<file path="config.mk">
export PLATFORM = sky130hd
export DESIGN_NAME = volume_gain_stage
export DESIGN_NICKNAME = d
export VERILOG_FILES = /design/src/rtl/volume_gain_stage.sv
export SDC_FILE = /design/constraint.sdc
export NUM_CORES = 1
export LEC_CHECK = 0
export BUFFER_PORTS_ARGS = -buffer_cell sky130_fd_sc_hd__buf_2
export CAP_MARGIN = 20
export CORE_MARGIN = 4
export CORE_UTILIZATION = 36
export DETAILED_ROUTE_END_ITERATION = 7
export HOLD_SLACK_MARGIN = 0.12
export PLACE_DENSITY = 0.53
export RECOVER_POWER = 100
export SLEW_MARGIN = 15
export SYNTH_ARGS = -nofsm -noshare
export SYNTH_HDL_FRONTEND = slang
export SYNTH_SLANG_ARGS = --single-unit
export TNS_END_PERCENT = 20
</file>
<file path="constraint.sdc">
create_clock -name clk -period 1.5 [get_ports clk]
set_input_delay 0.3 -clock clk [delete_from_list [all_inputs] [get_ports clk]]
set_output_delay 0.3 -clock clk [all_outputs]
set_load 0.05 [all_outputs]
</file>
<file path="src/rtl/volume_gain_stage.sv">
// Volume gain stage: ramps the applied gain one level per accepted sample
// toward the requested level (or 0 on mute), then multiplies and saturates.
//
// Ports:
//   clk, reset_n       clock, async active-low reset (sync-safe release)
//   vol_level, mute    requested level 0..15, mute forces target 0
//   in_sample/valid    signed input stream, in_ready backpressure out
//   out_sample/valid   gained, saturated stream, out_ready from consumer
//   cur_gain           gain level currently applied

module volume_gain_stage #(
  parameter int SAMPLE_W    = 16,
  parameter int VOL_W       = 4,
  parameter int UNITY_SHIFT = 3,
  parameter int RESET_GAIN  = 0
) (
  input  logic                       clk,
  input  logic                       reset_n,
  input  logic [VOL_W-1:0]           vol_level,
  input  logic                       mute,
  input  logic signed [SAMPLE_W-1:0] in_sample,
  input  logic                       in_valid,
  output logic                       in_ready,
  output logic signed [SAMPLE_W-1:0] out_sample,
  output logic                       out_valid,
  input  logic                       out_ready,
  output logic [VOL_W-1:0]           cur_gain
);

  localparam int PROD_W = SAMPLE_W + VOL_W + 1;

  logic rst_meta;
  logic rst_sync_n;
  logic run_q;

  logic                       s1_valid;
  logic signed [PROD_W-1:0]   s1_prod;
  logic                       s2_valid;
  logic signed [SAMPLE_W-1:0] s2_sample;
  logic [VOL_W-1:0]           gain_q;

  logic                       pipe_en;
  logic                       accept;
  logic [VOL_W-1:0]           target;
  logic signed [PROD_W-1:0]   in_ext;
  logic signed [PROD_W-1:0]   gain_ext;
  logic signed [PROD_W-1:0]   prod;
  logic signed [PROD_W-1:0]   shifted;
  logic [PROD_W-SAMPLE_W:0]   hi;
  logic                       ovf;
  logic signed [SAMPLE_W-1:0] sat;

  // Assert passes straight through; release is retimed to clk.
  always_ff @(posedge clk or negedge reset_n) begin
    if (!reset_n) begin
      rst_meta   <= 1'b0;
      rst_sync_n <= 1'b0;
    end else begin
      rst_meta   <= 1'b1;
      rst_sync_n <= rst_meta;
    end
  end

  // Keeps in_ready low until the internal reset has fully released.
  always_ff @(posedge clk or negedge rst_sync_n) begin
    if (!rst_sync_n) run_q <= 1'b0;
    else             run_q <= 1'b1;
  end

  assign pipe_en  = run_q && (!s2_valid || out_ready);
  assign in_ready = pipe_en;
  assign accept   = in_valid && pipe_en;

  assign target   = mute ? '0 : vol_level;

  assign in_ext   = PROD_W'(in_sample);
  assign gain_ext = PROD_W'({1'b0, gain_q});
  assign prod     = in_ext * gain_ext;

  // Floor shift; upper bits must be a pure sign extension to fit.
  assign shifted = s1_prod >>> UNITY_SHIFT;
  assign hi      = shifted[PROD_W-1:SAMPLE_W-1];
  assign ovf     = !((&hi) || (~|hi));

  always_comb begin
    sat = shifted[SAMPLE_W-1:0];
    if (ovf) begin
      if (shifted[PROD_W-1])
        sat = {1'b1, {(SAMPLE_W-1){1'b0}}};
      else
        sat = {1'b0, {(SAMPLE_W-1){1'b1}}};
    end
  end

  always_ff @(posedge clk or negedge rst_sync_n) begin
    if (!rst_sync_n) begin
      s1_valid  <= 1'b0;
      s1_prod   <= '0;
      s2_valid  <= 1'b0;
      s2_sample <= '0;
      gain_q    <= VOL_W'(RESET_GAIN);
    end else begin
      if (pipe_en) begin
        s1_valid <= in_valid;
        if (in_valid) s1_prod <= prod;
        s2_valid <= s1_valid;
        if (s1_valid) s2_sample <= sat;
      end
      // Product above uses the pre-update gain.
      if (accept) begin
        if (target > gain_q)
          gain_q <= gain_q + VOL_W'(1);
        else if (target < gain_q)
          gain_q <= gain_q - VOL_W'(1);
      end
    end
  end

  assign out_sample = s2_sample;
  assign out_valid  = s2_valid;
  assign cur_gain   = gain_q;

endmodule

</file>
### Word-level counts from Yosys, hierarchy flattened

Cells that the tools add are included.

* bits in registers: 46
* input port bits: 25
* output and inout port bits: 22
* word-level logic and storage cells: 30

* add/sub/neg operators: 2
* multiply operators: 1
* $lt $le $gt $ge: 2
* muxes and demuxes: 5
* reduce and logical (&&, ||, !) cells: 12

Operators by type and width (count)
* two-way mux 16 bit: 2
* multiplier 16 x 5 -> 21 bit: 1
* two-way mux 4 bit: 3
* AND reduction 2 bit: 3
* adder 4 x 1 -> 4 bit (second input constant): 1
* greater-than comparator 4 bit: 1
* < comparator 4 bit: 1
* subtractor 4 x 1 -> 4 bit (second input constant): 1
* AND reduction 3 bit: 1
* OR reduction 3 bit: 1
* logical AND 1 bit: 2
* logical NOT 1 bit: 2
* logical OR 1 bit: 2
* nonzero test 2 bit: 1

### Logic depth before layout (Yosys ltp)

* depth after elaboration: 5
* depth in mapped cells: 16
* mapped depth without buffers: 14

### Worst setup path before layout

OpenSTA, ideal clock, no wires.

* path kind: register -> register
* from: register gain_q[2] (netlist: cur_gain[2])
* to: register s1_prod[20]
* setup time: 74 ps
* arrival: 3963 ps
* data required time: 1426 ps
* path slack: -2537 ps
* stages on the path, launching flop included: 16
* path buffers: 2
* clock period less this slack: 4037 ps
* path through: dfrtp_1 clkbuf_1 and2_1 ha_1 fa_1 inv_1 fa_1 inv_1 ha_1 buf_2 a21oi_1 o21ai_0 a21o_1 a21oi_1 mux2_4 o21ai_2

* word-level cells in the longest chain between the ends: 1

Ends and longest elaborated chain
* start: declaration: RTL line 40 `logic [VOL_W-1:0] gain_q;`
* start signal: assignment: RTL line 101 `gain_q <= VOL_W'(RESET_GAIN);`
* start signal: assignment: RTL line 112 `gain_q <= gain_q + VOL_W'(1);`
* start signal: assignment: RTL line 114 `gain_q <= gain_q - VOL_W'(1);`
* multiplier 16 x 5 -> 21 bit: RTL line 78 `assign prod = in_ext * gain_ext;`
* end signal: assignment: RTL line 105 `if (in_valid) s1_prod <= prod;`
* end: declaration: RTL line 37 `logic signed [PROD_W-1:0] s1_prod;`

Every way passes these cells.
A chain may end at the register's enable or synchronous reset.

### Worst setup path after layout

* from: register gain_q[3] (netlist: cur_gain[3])
* to: register s1_prod[9]

The elaborated chain is that of the path after synthesis.

==> qor.yml <==
status:
  outcome: "finished, violations left"
  violations: "setup timing"
logic_synthesis:
  yosysMostFrequentCell: "nand2_1"
  synth-edff-count: 0
  syn_area_um2: 4564
  yosysWarnings: 0
  synth_flop_cell: "dfrtp_1"
  yosysSeqAreaShare: 0.2357
  post_synth_num_cell_types: 45
  ys_seq_elements: 43
  synth_top_cell_area_share: 0.2357
  async_flop_share: 1.000
  yosys-top-cells-count: "94 x nand2_1, 74 x inv_1, 55 x o21ai_0, 48 x and2_1, 44 x ha_1"
  synthCells: 567
  yosys.area.top_type: "dfrtp_1"
  ys_top_cells_by_area: "dfrtp_1 24%, fa_1 15%, ha_1 12%"
  synth_area_per_cell_um2: 8.050
die:
  coreArea_um2: 12210
  dieArea_um2: 14540
  ios: 47
  dieHeight_um: 120.6
  initial_utilization: 0.3738
  fp.dieW_um: 120.6
  rows: 40
sta:
  fmax_ghz: 0.2853
  whs_ns: 0.1540
  setup_viol: 23
  final.period_utilization: 2.337
  slew_viol_final: 0
  rsz0062_at_grt: "yes"
  setup_slack_ns: -2.005
  final_hold_viol_count: 0
  fin_skew_ns: 0.01040
  layout_min_cycle_time_ns: 3.505
drt:
  drc_errors: 0
  wl_per_cell_um: 12.00
  first_pass_iters: 4
  drt_wl_total_mm: 10.43
  ant_nets: 0
  vias_per_cell: 4.512
  drtIter0Drc: 150
  vias: 3921
place:
  finalWeightedCongestion: 0.8425
  dpl.hpwl_mm: 8.485
  dpl_cell_area_um2: 5829
  place_ws_ns: -2.110
  io_buffers: 46
layout:
  seq_area_um2: 1080
  num_antenna_cells: 0
  area_growth_syn_to_layout_pct: 40.65
  layout.nets: 803
  multi_input_area_um2: 3661
  fillers: 1187
  fin_util: 0.5257
  drive_above_1_share: 0.3509
  fin_area_um2: 6420
worst_hold_path:
  hp-class: "reg2async"
global_route:
  grt_pass1_wl_mm: 18.62
  grt_pass1_vias: 4058
  grt_max_degree: 32
  antenna_found_initial: 0
  grt-ovfl-total: 0
  grtUsageTotal: 0.1508
critical_path:
  crit_path_start: "cur_gain[3]$_DFFE_PN0P_"
  worstSetupPathType: "reg2reg"
  rr_startpoint: "cur_gain[3]$_DFFE_PN0P_"
  cp_max_fo: 6
  cp_data_required_time_ns: 1.67
  cp-endpoint: "s1_prod[9]$_DFFE_PN0P_"
  rrSetupSlack_ns: -2.00
  reg2reg_depth: 15
  critPathCaptureType: "flip-flop"
  r2r-end: "s1_prod[9]$_DFFE_PN0P_"
  cp.arrival_ns: 3.67
  worstSetupStartpointType: "flip-flop"
clocking:
  cts_buffer_depth: 2
  insertion_delay_ns: 0.28
  cts_buffers: 5
  path_clk_slew_ns: 0.06
  cts_tree: "done"
  clkSinkCount: 43
  h-tree-depth: 2
  cts_root_buf: "clkbuf_16"
run:
  drv_cap: 0
-- worst min path at each step --
stage,start,end,slack [ns],cells after the start
floorplan,reset_n,rst_meta$_DFF_PN0_,0.004,0
global placement,reset_n,rst_sync_n$_DFF_PN0_,0.09,1
detailed placement,reset_n,rst_meta$_DFF_PN0_,0.09,1
CTS,rst_sync_n$_DFF_PN0_,cur_gain[0]$_DFFE_PN0P_,0.16,0
global route,rst_sync_n$_DFF_PN0_,cur_gain[0]$_DFFE_PN0P_,0.18,0
finish,rst_sync_n$_DFF_PN0_,cur_gain[0]$_DFFE_PN0P_,0.15,0
-- metal layers --
layer | up-vias | global-route usage | wire length [µm]
met5 | - | 0 | 0
met3 | 6 | 0.008419 | 167
met2 | 45 | 0.2560 | 4797
met1 | 1780 | 0.2124 | 5347
li1 | 2090 | - | -
met4 | 0 | 0.03399 | 116
-- layout make-up --
type / count / area share
Multi-Input combinational cell: 428 / 0.5703
Sequential cell: 43 / 0.1682
Timing Repair Buffer: 148 / 0.1635
Inverter: 74 / 0.04327
Tap cell: 168 / 0.03274
Clock buffer: 6 / 0.02007
Clock inverter: 2 / 0.001949
-- registers in the layout, summed over array words and instances, names as in the netlist --
register and flops:
cur_gain 4, out_sample 16, out_valid 1, rst_meta 1, rst_sync_n 1, run_q 1, s1_prod 18, s1_valid 1
-- through the flow --
stage | std cells | setup TNS (ns)
floorplan | 568 | -43.40
global placement | 851 | -37.05
detailed placement | 851 | -37.45
CTS | 868 | -35.83
global route | 869 | -39.40
finish | 869 | -35.78
-- cell families after synthesis --
kind of cell	after synthesis	share of synthesized area
AND/OR/NAND/NOR	217	0.2234
AO/OA/AOI/OAI	104	0.1324
buffers and inverters	97	0.08169
adder cells (fa/ha/maj)	78	0.2697
flip-flops	43	0.2357
XOR/XNOR	19	0.03646
multiplexers	8	0.01974
other	1	0.0008216
-- layout by cell type, fill, tap and decap left out, drive strengths merged, types with 13 or more instances in the layout --
| master | instances |
|---|---|
| ha | 44 |
| and2 | 48 |
| a21oi | 21 |
| xnor2 | 13 |
| buf | 125 |
| o21ai | 59 |
| dfrtp | 43 |
| nand2 | 95 |
| fa | 34 |
| nor2 | 40 |
| inv | 74 |
| clkbuf | 28 |
-- what timing repair did --
action | in CTS | in global routing
setup endpoints to repair | 25 | 25
hold endpoints to repair | 2 | 0
pin swaps | 45 | 16
hold buffers | 1 | 0
buffers inserted | 8 | 1
resized for setup | 63 | 22
-- worst max-delay path, stage by stage (launching register included) --
cell and delay, ns:
dfrtp_2 0.41, buf_6 0.14, and2_1 0.13, ha_1 0.27, inv_1 0.05, fa_1 0.45, fa_1 0.51, inv_2 0.05
ha_4 0.24, buf_4 0.15, a21oi_4 0.16, o211ai_1 0.15, a21o_1 0.20, a21oi_2 0.17, xnor2_1 0.08, mux2_2 0.25
Power is left out: the tool's default activity adds up to more than one toggle a clock period on the data nets, which glitch-free logic cannot reach.
